`src/rtl/register_forward_buffer.sv`:
```
// Pending-write buffer between write-back and the register file: forwards the youngest
// uncommitted write per read port and commits the oldest entry as it shifts out.
module register_forward_buffer #(
    parameter int DEPTH      = 3,
    parameter int READ_PORTS = 2,
    parameter int DATA_WIDTH = 32,
    parameter int ADDR_WIDTH = 5,
    parameter int POS_WIDTH  = $clog2(DEPTH + 1)
) (
    input  logic                             clk,
    input  logic                             reset,
    input  logic                             stall,
    input  logic                             flush,
    input  logic                             push,
    input  logic [ADDR_WIDTH-1:0]            push_addr,
    input  logic                             push_float,
    input  logic [DATA_WIDTH-1:0]            push_data,
    input  logic [READ_PORTS*ADDR_WIDTH-1:0] read_addr,
    input  logic [READ_PORTS-1:0]            read_float,
    output logic [READ_PORTS-1:0]            hit,
    output logic [READ_PORTS*DATA_WIDTH-1:0] hit_data,
    output logic [READ_PORTS*POS_WIDTH-1:0]  position,
    output logic                             commit_valid,
    output logic [ADDR_WIDTH-1:0]            commit_addr,
    output logic                             commit_float,
    output logic [DATA_WIDTH-1:0]            commit_data
);

    // Entry DEPTH-1 is the youngest write, entry 0 the oldest (next to commit).
    logic [DEPTH-1:0]                 r_valid;
    logic [DEPTH-1:0][ADDR_WIDTH-1:0] r_addr;
    logic [DEPTH-1:0]                 r_float;
    logic [DEPTH-1:0][DATA_WIDTH-1:0] r_data;

    logic w_push_eff;

    // Integer r0 is hardwired to zero, so writes to it never enter the buffer.
    assign w_push_eff = push && !(!push_float && (push_addr == '0));

    always_ff @(posedge clk or posedge reset) begin
        if (reset) begin
            r_valid <= '0;
            r_addr  <= '0;
            r_float <= '0;
            r_data  <= '0;
        end else if (flush) begin
            r_valid <= '0;
        end else if (!stall) begin
            for (int k = 0; k < DEPTH - 1; k++) begin
                r_valid[k] <= r_valid[k+1];
                r_addr[k]  <= r_addr[k+1];
                r_float[k] <= r_float[k+1];
                r_data[k]  <= r_data[k+1];
            end
            r_valid[DEPTH-1] <= w_push_eff;
            r_addr[DEPTH-1]  <= push_addr;
            r_float[DEPTH-1] <= push_float;
            r_data[DEPTH-1]  <= push_data;
        end
    end

    assign commit_valid = r_valid[0] && !stall;
    assign commit_addr  = r_valid[0] ? r_addr[0]  : '0;
    assign commit_float = r_valid[0] ? r_float[0] : 1'b0;
    assign commit_data  = r_valid[0] ? r_data[0]  : '0;

    for (genvar p = 0; p < READ_PORTS; p++) begin : g_port
        logic [ADDR_WIDTH-1:0] w_raddr;
        logic                  w_rfloat;
        logic                  w_hit;
        logic [POS_WIDTH-1:0]  w_pos;
        logic [DATA_WIDTH-1:0] w_data;

        assign w_raddr  = read_addr[p*ADDR_WIDTH +: ADDR_WIDTH];
        assign w_rfloat = read_float[p];

        // Ascending scan so the highest (youngest) matching entry overrides older ones.
        always_comb begin
            w_hit  = 1'b0;
            w_pos  = POS_WIDTH'(DEPTH);
            w_data = '0;
            for (int k = 0; k < DEPTH; k++) begin
                if (r_valid[k] && (r_addr[k] == w_raddr) && (r_float[k] == w_rfloat)
                    && !(!w_rfloat && (w_raddr == '0))) begin
                    w_hit  = 1'b1;
                    w_pos  = POS_WIDTH'(k);
                    w_data = r_data[k];
                end
            end
        end

        assign hit[p]                              = w_hit;
        assign position[p*POS_WIDTH +: POS_WIDTH]  = w_pos;
        assign hit_data[p*DATA_WIDTH +: DATA_WIDTH] = w_data;
    end

endmodule
```
`config.mk`:
```
export PLATFORM = sky130hd
export DESIGN_NAME = register_forward_buffer
export DESIGN_NICKNAME = d
export VERILOG_FILES = /design/src/rtl/register_forward_buffer.sv
export SDC_FILE = /design/constraint.sdc
export NUM_CORES = 1
export LEC_CHECK = 0
export ABC_AREA = 1
export ABC_CLOCK_PERIOD_IN_PS = 7170
export BUFFER_PORTS_ARGS = -buffer_cell sky130_fd_sc_hd__buf_4
export CAP_MARGIN = 20
export CORE_ASPECT_RATIO = 0.8
export CORE_MARGIN = 2
export CORE_UTILIZATION = 40
export CTS_CLUSTER_SIZE = 12
export DETAILED_ROUTE_END_ITERATION = 12
export SYNTH_ARGS = -nofsm -noshare
export SYNTH_HDL_FRONTEND = slang
export SYNTH_SLANG_ARGS = --single-unit
```
`constraint.sdc`:
```
create_clock -name clk -period 7.17 [get_ports clk]
set_clock_uncertainty 0.2 [all_clocks]
set_input_delay 0.3585 -clock clk [delete_from_list [all_inputs] [get_ports clk]]
set_output_delay 0.3585 -clock clk [all_outputs]
set_load 0.03 [all_outputs]
```
# Yosys cells after proc, flatten, opt, wreduce, memory -nomap -nowiden
# Index checks and enable logic that the tools add are counted.
[op_classes]
bitwise = 2
n_mux = 23
reduce_logical = 34
n_eq_ne = 13
[op_table]
columns = ["operator", "count"]
rows = [
  ["$mux W32", 7],
  ["$eq A5 B5 Y1", 6],
  ["$logic_and A1 B1 Y1", 23],
  ["$logic_not A5 Y1", 3],
  ["$mux W2", 6],
  ["$logic_not A1 Y1", 7],
  ["$mux W1", 7],
  ["$eq A1 B1 Y1", 6],
  ["$mux W3", 2],
  ["$mux W5", 1],
  ["$ne A2 B1 Y1 const B", 1],
  ["$not A1 Y1", 2],
  ["$reduce_and A2 Y1", 1],
]
[totals]
out_inout_bits = 109
register_bits = 117

# Logic depth before layout (Yosys ltp)
[logic_depth]
depth_word = 7
ltp_mapped = 13
mapped_depth_nobuf = 11

# Worst setup path after synthesis
# OpenSTA, ideal clock, no wires.
[synth_path]
path_kind = "input -> output"
from = "input port read_addr[6]"
to = "output port position[3]"
cell_stages = 9
required_time_ns = 6.611
arrival_time_ns = 1.801
path_slack_ns = 4.811
path_cell_list = "nor2_1 -> inv_1 -> nor2_2 -> nor2_4 -> nand3_2 -> buf_6 -> inv_2 -> buf_6 -> o21ai_0"
[synth_between]
elab_chain_cells = 7
word_cells_on_any_way = 18
[synth_rtl]
columns = ["item", "line_no", "source"]
rows = [
  ["start: declaration", "18", "input logic [READ_PORTS*ADDR_WIDTH-1:0] read_addr,"],
  ["$eq A5 B5 Y1 or $logic_not A5 Y1 (tied branches)", "83, 84", ""],
  ["$logic_and A1 B1 Y1, on equally long branches", "83, 84", ""],
  ["$logic_and A1 B1 Y1 or $logic_not A1 Y1 (tied branches)", "83, 84", ""],
  ["$logic_and A1 B1 Y1", "84", "&& !(!w_rfloat && (w_raddr == '0))) begin"],
  ["$mux W2 (2 in a row)", "83", "if (r_valid[k] && (r_addr[k] == w_raddr) && (r_float[k] == w_rfloat)"],
  ["$mux W2 *", "83", ""],
  ["end: declaration", "22", "output logic [READ_PORTS*POS_WIDTH-1:0] position,"],
]
# Every way passes the cells marked *; elsewhere a longest branch is shown, timed or not.

# Worst setup path after layout
[layout_path]
from = "register r_valid[0]"
to = "output port hit_data[60]"
[layout_between]
elab_chain_cells = 6
[layout_rtl]
columns = ["item", "line_no", "source"]
rows = [
  ["start: declaration", "30", "logic [DEPTH-1:0] r_valid;"],
  ["start signal: indexed assignment", "50", "r_valid[k] <= r_valid[k+1];"],
  ["start signal: indexed assignment", "55", "r_valid[DEPTH-1] <= w_push_eff;"],
  ["$logic_and A1 B1 Y1 (2 in a row)", "83", ""],
  ["$logic_and A1 B1 Y1", "84", ""],
  ["$mux W32 (3 in a row)", "83", ""],
  ["end: declaration", "21", "output logic [READ_PORTS*DATA_WIDTH-1:0] hit_data,"],
]
# Every way passes these cells.

==> impl_metrics.yaml <==
worst_hold_path:
  min_path_cells: 3
  hold_end: "r_float[2]"
  hold_class: "input port to flop"
  hold_path.startpoint: "push_float"
global_routing:
  grt_max_degree: 87
  grt_pass1_wl_um: 38600
  antenna_found_initial: 0
  grt_pass1_vias: 7243
  grt-ovfl-total: 0
  grtUsageTotal_pct: 25.1
setup_path:
  worstPathArrival_ns: 3.29
  r2r.worst_path.cells: 2
  path_class: "flop to primary output"
  critPathLaunchType: "flop"
  rr_startpoint: "r_valid[0]"
  reg2reg_slack_ns: 5.42
  crit_slowest_cell: "dfrtp_2"
  cp_cell_sequence: "inv_1 -> o21ai_0 -> nand3_1 -> nor2_1 -> buf_4 -> nand2_2 -> nor2_1 -> nor2_1 -> nor2_1 -> buf_4"
  path_buf_inv: 3
  crit_fanout: 39
  crit_path_frequent_cell: "nor2_1"
  slowest_delay_ns: 0.98
  cp-end-kind: "primary output"
  rr_endpoint: "r_valid[0]"
  critical_path_required_ns: 6.61
  path_delay_family: "simple AND/OR/NAND/NOR gates"
flow_run:
  maxCapViolCount: 0
drt:
  drc: 0
  avgViaCountPerCell: 4.93
  wirelength_um: 24000
  vias: 7703
  wl_per_cell_um: 15.3
  drt_first_pass_iters: 5
  drt_iter0_drc: 692
  antenna_left: 0
cells_and_area:
  drive_above_1_share_pct: 17.4
  antenna_cells: 0
  nNetsFinal: 1376
  fillers: 1830
  area_delta_synth_final_pct: 30.2
timing:
  tightest_slew_ns: 1.00
  whs_ns: 0.0225
  tns_ns: 0
  period_share_pct: 53.6
  hold_viol_final: 0
  achievable-frequency_mhz: 260
  layout_min_cycle_time_ns: 3.85
  finalSetupViolations: 0
  slew_violations: 0
  relSlewSlack_pct: 32.9
  rsz0062_at_grt: "false"
die:
  die_w_um: 156
  io_pins: 164
  core_region_area_um2: 18100
  fp-row-count: 44
  start_util_pct: 40.7
  die_h_um: 125
  die_area_um2: 19500
synthesis:
  yosysSeqAreaShare_pct: 39.8
  ys_ff_latch: 117
  synth_cells: 1162
  synth_area_leaders: "dfrtp_1 (40%), nand2_1 (22%), nor2_1 (13%)"
  syn_nets: 1217
  async_flop_share_pct: 100
  synth-edff-count: 0
  synth.distinct_cells: 26
  synth_ff_type: "dfrtp_1"
  netlist_area_um2: 7350
  ys_warn_count: 0
  yosysTopAreaCellShare_pct: 39.8
  synth.most_common_cell: "nand2_1"
  syn_avg_cell_area_um2: 6.32
  yosys-top-cells-count: "nand2_1 (440), nor2_1 (245), dfrtp_1 (117)"
  yosys.area.top_type: "dfrtp_1"
clock_network:
  clk_latency_ns: 0.42
  clk_pin_slew_ns: 0.05
  cts_resized: 0
  cts_made_buffers: 17
  clockRootBuffer: "clkbuf_16"
  htreeDepth: 4
  cts_sinks: 117
  cts_tree: "built"
  clockBufferDepth: 2
place:
  hpwl_um: 14600
  portBuffers: 163
  gp_congestion: 0.870
power:
  cellPowerDensity_nw_per_um2: 213
  power.ir.vdd_worst_mv: 0.116
  p_leak_nw: 5.50
run_status:
  status: "complete, no violations"
cells in the final DEF (no fill, tap or decap):
cell type	n
xnor2_1	7
nor2_2	3
inv_4	1
buf_4	170
nand3_4	1
xor2_1	1
o21ai_0	54
dfrtp_2	1
bufinv_16	2
o22ai_1	3
nor3b_1	1
nand2_2	2
clkinv_4	3
clkbuf_16	17
nand4_1	65
inv_1	94
nor2_4	7
clkbuf_8	1
dlygate4sd3_1	38
and2_1	3
a21oi_1	4
clkbuf_1	2
dfrtp_1	116
clkinv_2	3
nor3_1	2
nand3_1	23
nor2_1	244
nand3_2	5
nand2_1	440
clkinvlp_4	4
o21ai_1	4
inv_2	12
nor4_1	1
metal layers:
metal	up-vias	wire length (um)	GRT usage, %
li1	3909	-	-
met3	16	1790	5.16
met5	-	0	0
met4	0	216	5.67
met2	280	10600	38.8
met1	3498	11400	36.3
repair_timing:
action                     in CTS  in global routing
setup buffers                   0                  0
setup endpoints to repair       0                  0
hold buffers                   38                  0
hold endpoints to repair      101                  0
worst register-to-register path, cell delays in order (launching register included):
cell,delay (ns)
dfrtp_2,0.98
inv_1,0.23
o22ai_1,0.24
layout make-up:
type,count,area (um^2),area share [%]
clock buffer,20,447,4.67
clock inverter,12,131,1.37
inverter,107,404,4.23
sequential,117,2930,30.6
multi-input combinational,870,3710,38.8
timing repair buffer,208,1660,17.3
tap,230,288,3.01
power breakdown:
group | internal, mW | leakage, nW | switching, mW
logic | 0.114 | 3.74 | 0.226
clock network | 0.519 | 0.272 | 0.319
registers | 0.762 | 1.48 | 0.0984
flip-flops by register name, indices dropped and copies added, names as in the netlist:
name / flops
r_data: 96
r_float: 3
r_addr: 15
r_valid: 3
metrics by stage:
| stage | cells | power (mW) | instance area [um^2] | util, % | setup slack, ns |
|---|---|---|---|---|---|
| CTS | 1564 | 2.05 | 9560 | 53.0 | 3.29 |
| finish | 1564 | 2.04 | 9560 | 53.0 | 3.32 |
| detailed placement | 1494 | 1.19 | 8610 | 47.7 | 3.74 |
| global placement | 1494 | 1.18 | 8610 | 47.7 | 3.72 |
| floorplan | 1162 | 1.06 | 7350 | - | 3.51 |
| global route | 1564 | 2.14 | 9560 | 53.0 | 3.01 |
kinds of logic after synthesis:
logic type                after synthesis  synth area share [%]
xor gates and xnor gates                8                 0.954
AOI/OAI and AO/OA                      65                  4.48
and+or+nand+nor                       797                  44.5
DFF                                   117                  39.8
buffers and inverters                 175                  10.2
worst max-delay path by stage:
stage	startpoint	to	slack, ns	cells after the start
2_1_floorplan	reset	r_addr[0]	3.51	1
3_3_place_gp	read_addr[9]	hit_data[60]	3.72	12
3_5_place_dp	read_float[1]	hit_data[32]	3.74	11
4_1_cts	r_valid[0]	hit_data[61]	3.29	10
5_1_grt	r_valid[0]	hit_data[60]	3.01	10
6_report	r_valid[0]	hit_data[60]	3.32	10
No activity file was read; power rests on OpenSTA's default activity.
